**src/rtl/seq_run_ctrl_if.sv**
```systemverilog
// Run-control bus: launch/step/halt requests in, core reset/enable and
// run status out. The controller sits on the slave side.
interface seq_run_ctrl_if #(
  parameter int CNT_W = 32
);
  logic             start;
  logic [1:0]       mode;
  logic [CNT_W-1:0] run_len;
  logic             step;
  logic             halt_req;
  logic             core_halt;
  logic             core_rst;
  logic             core_en;
  logic             busy;
  logic             done;
  logic [1:0]       done_cause;
  logic [CNT_W-1:0] cycle_cnt;

  modport master (
    output start, mode, run_len, step, halt_req, core_halt,
    input  core_rst, core_en, busy, done, done_cause, cycle_cnt
  );

  modport slave (
    input  start, mode, run_len, step, halt_req, core_halt,
    output core_rst, core_en, busy, done, done_cause, cycle_cnt
  );
endinterface

```
**src/rtl/seq_run_ctrl.sv**
```systemverilog
// Run-control unit for the sequential core: sequences core reset, gates
// core progress with a clock enable, and stops on a cycle budget, an
// external halt or a core halt. Supports free-run, bounded and single-step.
module seq_run_ctrl #(
  parameter int CNT_W    = 32,
  parameter int RST_HOLD = 4
) (
  input  logic          clk,
  input  logic          rst,
  seq_run_ctrl_if.slave bus
);

  localparam int              HOLD_W    = (RST_HOLD > 1) ? $clog2(RST_HOLD) : 1;
  localparam logic [HOLD_W-1:0] HOLD_LOAD = HOLD_W'(RST_HOLD - 1);

  localparam logic [1:0] MODE_FREE  = 2'd0;
  localparam logic [1:0] MODE_BOUND = 2'd1;
  localparam logic [1:0] MODE_STEP  = 2'd2;
  localparam logic [1:0] MODE_RSVD  = 2'd3;

  localparam logic [1:0] CAUSE_NONE   = 2'd0;
  localparam logic [1:0] CAUSE_HALT   = 2'd1;
  localparam logic [1:0] CAUSE_CORE   = 2'd2;
  localparam logic [1:0] CAUSE_BUDGET = 2'd3;

  typedef enum logic [2:0] {
    S_IDLE  = 3'd0,
    S_RESET = 3'd1,
    S_RUN   = 3'd2,
    S_STEP  = 3'd3,
    S_DONE  = 3'd4
  } state_t;

  state_t            state_q, state_d;
  logic [HOLD_W-1:0] hold_q, hold_d;
  logic [1:0]        mode_q, mode_d;
  logic [CNT_W-1:0]  run_len_q, run_len_d;
  logic [CNT_W-1:0]  cnt_q, cnt_d;
  logic [1:0]        cause_q, cause_d;
  logic [CNT_W-1:0]  cnt_inc;
  logic              core_en;

  // Enabled-cycle counter sticks at all-ones instead of wrapping.
  assign cnt_inc = (&cnt_q) ? cnt_q : (cnt_q + CNT_W'(1));

  // State and run-context registers; rst returns everything to IDLE.
  always_ff @(posedge clk or posedge rst) begin
    if (rst) begin
      state_q   <= S_IDLE;
      hold_q    <= '0;
      mode_q    <= MODE_FREE;
      run_len_q <= '0;
      cnt_q     <= '0;
      cause_q   <= CAUSE_NONE;
    end else begin
      state_q   <= state_d;
      hold_q    <= hold_d;
      mode_q    <= mode_d;
      run_len_q <= run_len_d;
      cnt_q     <= cnt_d;
      cause_q   <= cause_d;
    end
  end

  // Next-state logic and the combinational core enable.
  always_comb begin
    state_d   = state_q;
    hold_d    = hold_q;
    mode_d    = mode_q;
    run_len_d = run_len_q;
    cnt_d     = cnt_q;
    cause_d   = cause_q;
    core_en   = 1'b0;

    case (state_q)
      S_IDLE, S_DONE: begin
        if (bus.start) begin
          state_d   = S_RESET;
          hold_d    = HOLD_LOAD;
          mode_d    = (bus.mode == MODE_RSVD) ? MODE_FREE : bus.mode;
          run_len_d = bus.run_len;
          cnt_d     = '0;
          cause_d   = CAUSE_NONE;
        end else begin
          state_d = state_q;
        end
      end

      S_RESET: begin
        if (bus.halt_req) begin
          state_d = S_DONE;
          cause_d = CAUSE_HALT;
        end else if (hold_q != '0) begin
          hold_d = hold_q - HOLD_W'(1);
        end else if (mode_q == MODE_STEP) begin
          state_d = S_STEP;
        end else if ((mode_q == MODE_BOUND) && (run_len_q == '0)) begin
          state_d = S_DONE;
          cause_d = CAUSE_BUDGET;
        end else begin
          state_d = S_RUN;
        end
      end

      S_RUN: begin
        // The terminating cycle is itself an enabled, counted cycle.
        core_en = 1'b1;
        cnt_d   = cnt_inc;
        if (bus.halt_req) begin
          state_d = S_DONE;
          cause_d = CAUSE_HALT;
        end else if (bus.core_halt) begin
          state_d = S_DONE;
          cause_d = CAUSE_CORE;
        end else if ((mode_q == MODE_BOUND) && (cnt_q == (run_len_q - CNT_W'(1)))) begin
          state_d = S_DONE;
          cause_d = CAUSE_BUDGET;
        end else begin
          state_d = S_RUN;
        end
      end

      S_STEP: begin
        core_en = bus.step;
        if (bus.step) begin
          cnt_d = cnt_inc;
        end else begin
          cnt_d = cnt_q;
        end
        if (bus.halt_req) begin
          state_d = S_DONE;
          cause_d = CAUSE_HALT;
        end else if (bus.step && bus.core_halt) begin
          state_d = S_DONE;
          cause_d = CAUSE_CORE;
        end else begin
          state_d = S_STEP;
        end
      end

      default: begin
        state_d = S_IDLE;
      end
    endcase
  end

  // Status outputs are decoded from state or taken straight from registers.
  assign bus.core_rst   = (state_q == S_IDLE) || (state_q == S_RESET);
  assign bus.core_en    = core_en;
  assign bus.busy       = (state_q == S_RESET) || (state_q == S_RUN) || (state_q == S_STEP);
  assign bus.done       = (state_q == S_DONE);
  assign bus.done_cause = cause_q;
  assign bus.cycle_cnt  = cnt_q;

endmodule

```
**src/flat_wrapper.sv**
```systemverilog
// flat-port wrapper written by rule: the top's interface ports become plain ports
module seq_run_ctrl_flat 
#(
  parameter int CNT_W    = 32,
  parameter int RST_HOLD = 4
)
  (clk, rst, bus_start, bus_mode, bus_run_len, bus_step, bus_halt_req, bus_core_halt, bus_core_rst, bus_core_en, bus_busy, bus_done, bus_done_cause, bus_cycle_cnt);
  seq_run_ctrl_if #(.CNT_W(CNT_W)) bus_i ();
  input  logic clk;
  input  logic rst;
  input wire logic [$bits(bus_i.start)-1:0] bus_start;
  input wire logic [$bits(bus_i.mode)-1:0] bus_mode;
  input wire logic [$bits(bus_i.run_len)-1:0] bus_run_len;
  input wire logic [$bits(bus_i.step)-1:0] bus_step;
  input wire logic [$bits(bus_i.halt_req)-1:0] bus_halt_req;
  input wire logic [$bits(bus_i.core_halt)-1:0] bus_core_halt;
  output wire logic [$bits(bus_i.core_rst)-1:0] bus_core_rst;
  output wire logic [$bits(bus_i.core_en)-1:0] bus_core_en;
  output wire logic [$bits(bus_i.busy)-1:0] bus_busy;
  output wire logic [$bits(bus_i.done)-1:0] bus_done;
  output wire logic [$bits(bus_i.done_cause)-1:0] bus_done_cause;
  output wire logic [$bits(bus_i.cycle_cnt)-1:0] bus_cycle_cnt;
  assign bus_i.start = bus_start;
  assign bus_i.mode = bus_mode;
  assign bus_i.run_len = bus_run_len;
  assign bus_i.step = bus_step;
  assign bus_i.halt_req = bus_halt_req;
  assign bus_i.core_halt = bus_core_halt;
  assign bus_core_rst = bus_i.core_rst;
  assign bus_core_en = bus_i.core_en;
  assign bus_busy = bus_i.busy;
  assign bus_done = bus_i.done;
  assign bus_done_cause = bus_i.done_cause;
  assign bus_cycle_cnt = bus_i.cycle_cnt;
  seq_run_ctrl #(.CNT_W(CNT_W), .RST_HOLD(RST_HOLD)) u_core (.clk(clk), .rst(rst), .bus(bus_i));
endmodule
```
**config.mk**
```make
export PLATFORM = sky130hd
export DESIGN_NAME = seq_run_ctrl_flat
export DESIGN_NICKNAME = d
export VERILOG_FILES = /design/src/rtl/seq_run_ctrl_if.sv /design/src/rtl/seq_run_ctrl.sv /design/src/flat_wrapper.sv
export SDC_FILE = /design/constraint.sdc
export NUM_CORES = 1
export LEC_CHECK = 0
export CAP_MARGIN = 20
export CORE_MARGIN = 2
export CORE_UTILIZATION = 42
export DETAILED_ROUTE_END_ITERATION = 16
export GPL_TIMING_DRIVEN = 0
export HOLD_SLACK_MARGIN = 0.1
export PLACE_DENSITY_LB_ADDON = 0.25
export SLEW_MARGIN = 5
export SYNTH_ARGS = -nofsm -noshare
export SYNTH_HDL_FRONTEND = slang
export SYNTH_SLANG_ARGS = --single-unit
```
**constraint.sdc**
```tcl
create_clock -name clk -period 6 [get_ports clk]
set_clock_uncertainty 0.1 [all_clocks]
set_input_delay 1.2 -clock clk [delete_from_list [all_inputs] [get_ports clk]]
set_output_delay 1.2 -clock clk [all_outputs]
set_load 0.02 [all_outputs]
```
==> results.toml <==
[status]
outcome = "finished clean"

[clock_network]
root_buffer = "clkbuf_8"
postCtsResizedCells = 0
cts_sinks = 73
holdBufCountCts = 0
postCtsSetupRepairBufs = 0
cts_tree = "done"
cts.htree.levels = 3
clkLatencyLatePin_ps = 360
path_clk_slew_ps = 80
clockBufferDepth = 2
cts_inserted_buffers = 9

[placement]
hpwl_mm = 9.55
io_buffers = 77
pre_cts_ws_ps = 2060
gp_congestion = 0.897

[floorplan]
ios = 78
die_area_um2 = 11500
die-height_um = 107
rows = 37
dieWidth_um = 107
initial_core_util_pct = 43.3
core_region_area_um2 = 10300

[min_path]
hold_end = "u_core.hold_q[0]"
min_from = "u_core.hold_q[0]"
min_path_cells = 1
hp-class = "register to register"

[synthesis]
synthTopCellsByArea = "dfrtp_1 (41%), nand2_1 (10%), xor2_1 (7.2%)"
synth_top_area_share_pct = 40.9
async_reset_ff_share_pct = 100
syn_area_um2 = 4470
synth_cells = 534
syn_area_per_cell_um2 = 8.37
yosysTopAreaCell = "dfrtp_1"
synth_seq_cells = 73
synthFlopType = "dfrtp_1"
synth_edf_count = 0
synth_seq_area_share_pct = 40.9
syn-num-nets = 577
synth_cell_types = 58
ys.warnings.count = 0

[run]
max-cap-violations = 0

[final_layout]
layout-drive-gt1-share_pct = 5.41
antenna_cells = 0
final_common_cell = "nand2_1"
syn2layout_area_growth_pct = 26.3
final_nets = 666
mostFrequentLayoutCells = "nand2_1 (120), clkdlybuf4s50_1 (77), dfrtp_1 (73)"

[timing]
setup_viol = 0
period_share_pct = 66.1
fin_crit_ps = 3970
grt_setup_unrepaired = "no"
max_freq_ghz = 0.252
worst_pin_slew_ps = 913
hold_viol = 0
setup_tns_ps = 0
relSlewSlack_pct = 38.6
finalMaxSlewViolations = 0
finalWorstSetupSlack_ps = 2030

[global_route]
grt_pass1_wl_mm = 20.7
grt_max_degree = 51
grt_overflow = 0
grt_pass1_vias = 4219
grt.total_usage_pct = 23.2
antenna_found_initial = 0

[setup_path]
crit_type = "register to register"
arrival_ps = 4170
ff2ff_path_depth = 11
reg2reg_to = "u_core.bus.done_cause[1]"
r2r_start = "u_core.run_len_q[8]"
cp_top_family = "compound AO/OA/AOI/OAI gates"
critPathMaxStageDelay_ps = 580
ff2ff_setup_slack_ps = 2030
crit_fanout = 10
path_buf_inv = 1
end_kind = "register"
critPathRequiredTime_ps = 6200
worst_setup_path_start_kind = "register"
cpMaxStageDelayCell = "or4_4"
crit_chain = "or4_4 -> or4_1 -> buf_4 -> nor3_4 -> nand4_1 -> a221oi_1 -> o21ai_1 -> o41ai_4 -> o21ai_2 -> a2111oi_4 -> a32o_1"

[pwr]
power.leakage_nw = 2.43
cellPowerDensity_nw_per_um2 = 376
swShare_pct = 43.5
ir_worst_vdd_v = 0.000167
clock_power_share_pct = 18.9
comb_power_share_pct = 43.7
p_int_w = 0.00120
seqPwrFrac_pct = 37.4
switchingPower_w = 0.000924

[routing]
post_drt_via_cell_ratio = 5.51
antenna_left = 0
firstDrtPassIters = 4
num_vias = 4210
routed_wl_mm = 12.5
drc = 0
wl_per_cell_um = 16.4
drtIter0Drc = 198
[layer usage]
metal  global-route usage [%]  wire length [µm]
met1                     31.0              5690
met2                     37.3              5890
met3                     4.01               630
met4                     9.18               333
met5                        0                 0
[stage by stage]
stage               total power (W)  cells  instance area [µm²]  hold slack (ps)  util (%)
floorplan                   0.00143    534                 4470              345         -
global placement            0.00168    747                 5410              360      52.4
detailed placement          0.00172    748                 5440              372      52.7
CTS                         0.00213    764                 5650              383      54.7
global route                0.00229    764                 5650              403      54.7
finish                      0.00213    764                 5650              381      54.7
[sequential cells by signal, indices dropped and copies added (netlist names)]
signal,count
u_core.bus.cycle_cnt,32
u_core.run_len_q,32
u_core.state_q,3
u_core.bus.done_cause,2
u_core.hold_q,2
u_core.mode_q,2
[synthesized netlist by cell type, types with 2 or more instances]
cell	count
or4_4	2
buf_2	2
nand2b_1	4
nand2_1	120
a211oi_1	4
nand3_1	22
o21ai_1	3
o21a_1	2
xnor2_1	29
nor4_1	10
ha_1	3
o41ai_1	2
nor2b_1	5
or3_1	7
a41oi_1	3
nor2_1	55
and4_1	6
o21ai_0	16
nand4b_1	2
clkbuf_1	18
nand4_1	16
a32o_1	2
and2_1	3
xor2_1	37
nand3b_1	3
nor3b_1	2
a31oi_1	2
dfrtp_1	73
o211ai_1	2
or2_2	2
and3_1	4
or4_1	4
a21oi_1	13
o21ai_2	2
nor3_1	20
mux2i_1	2
inv_1	11
[cell type report]
cell class | count | area (µm²)
fillers | 982 | 4680
repair buffers | 78 | 798
multi-input cells | 428 | 2510
well taps | 136 | 170
clock buffers | 10 | 138
flip-flops and latches | 73 | 1830
inverters | 11 | 43.8
plain buffers | 22 | 88.8
clock inverters | 6 | 66.3
[worst max path at each step]
stage	start	end	slack, ps	depth (start not counted)
after global routing	u_core.run_len_q[6]	u_core.bus.done_cause[0]	1790	11
after CTS	u_core.run_len_q[8]	u_core.bus.done_cause[1]	2040	11
after global placement	rst	u_core.mode_q[0]	1660	2
after detailed placement	u_core.run_len_q[8]	u_core.bus.done_cause[1]	2060	11
after floorplan	u_core.run_len_q[8]	u_core.bus.done_cause[0]	2520	10
final	u_core.run_len_q[8]	u_core.bus.done_cause[1]	2030	11
[logic make-up (layout without fill, tap and decap cells)]
group / Yosys count / count (layout) / synth area share, %
compound gates: 63 / 63 / 10.1
buf+inv: 33 / 127 / 2.91
flops: 73 / 73 / 40.9
xor+xnor: 66 / 66 / 12.9
fa+ha+maj: 3 / 3 / 0.839
mux: 3 / 3 / 0.699
simple gates: 293 / 293 / 31.6
[power groups by stage]
| stage | logic [W] | clock network, W | registers [W] |
|---|---|---|---|
| after detailed placement | 0.000919 | 0 | 0.000801 |
| final | 0.000929 | 0.000401 | 0.000796 |
| after global routing | 0.00104 | 0.000431 | 0.000816 |
| after floorplan | 0.000668 | 0 | 0.000758 |
| after CTS | 0.000926 | 0.000412 | 0.000793 |
| after global placement | 0.000892 | 0 | 0.000793 |
(Power assumes the default switching activity.)
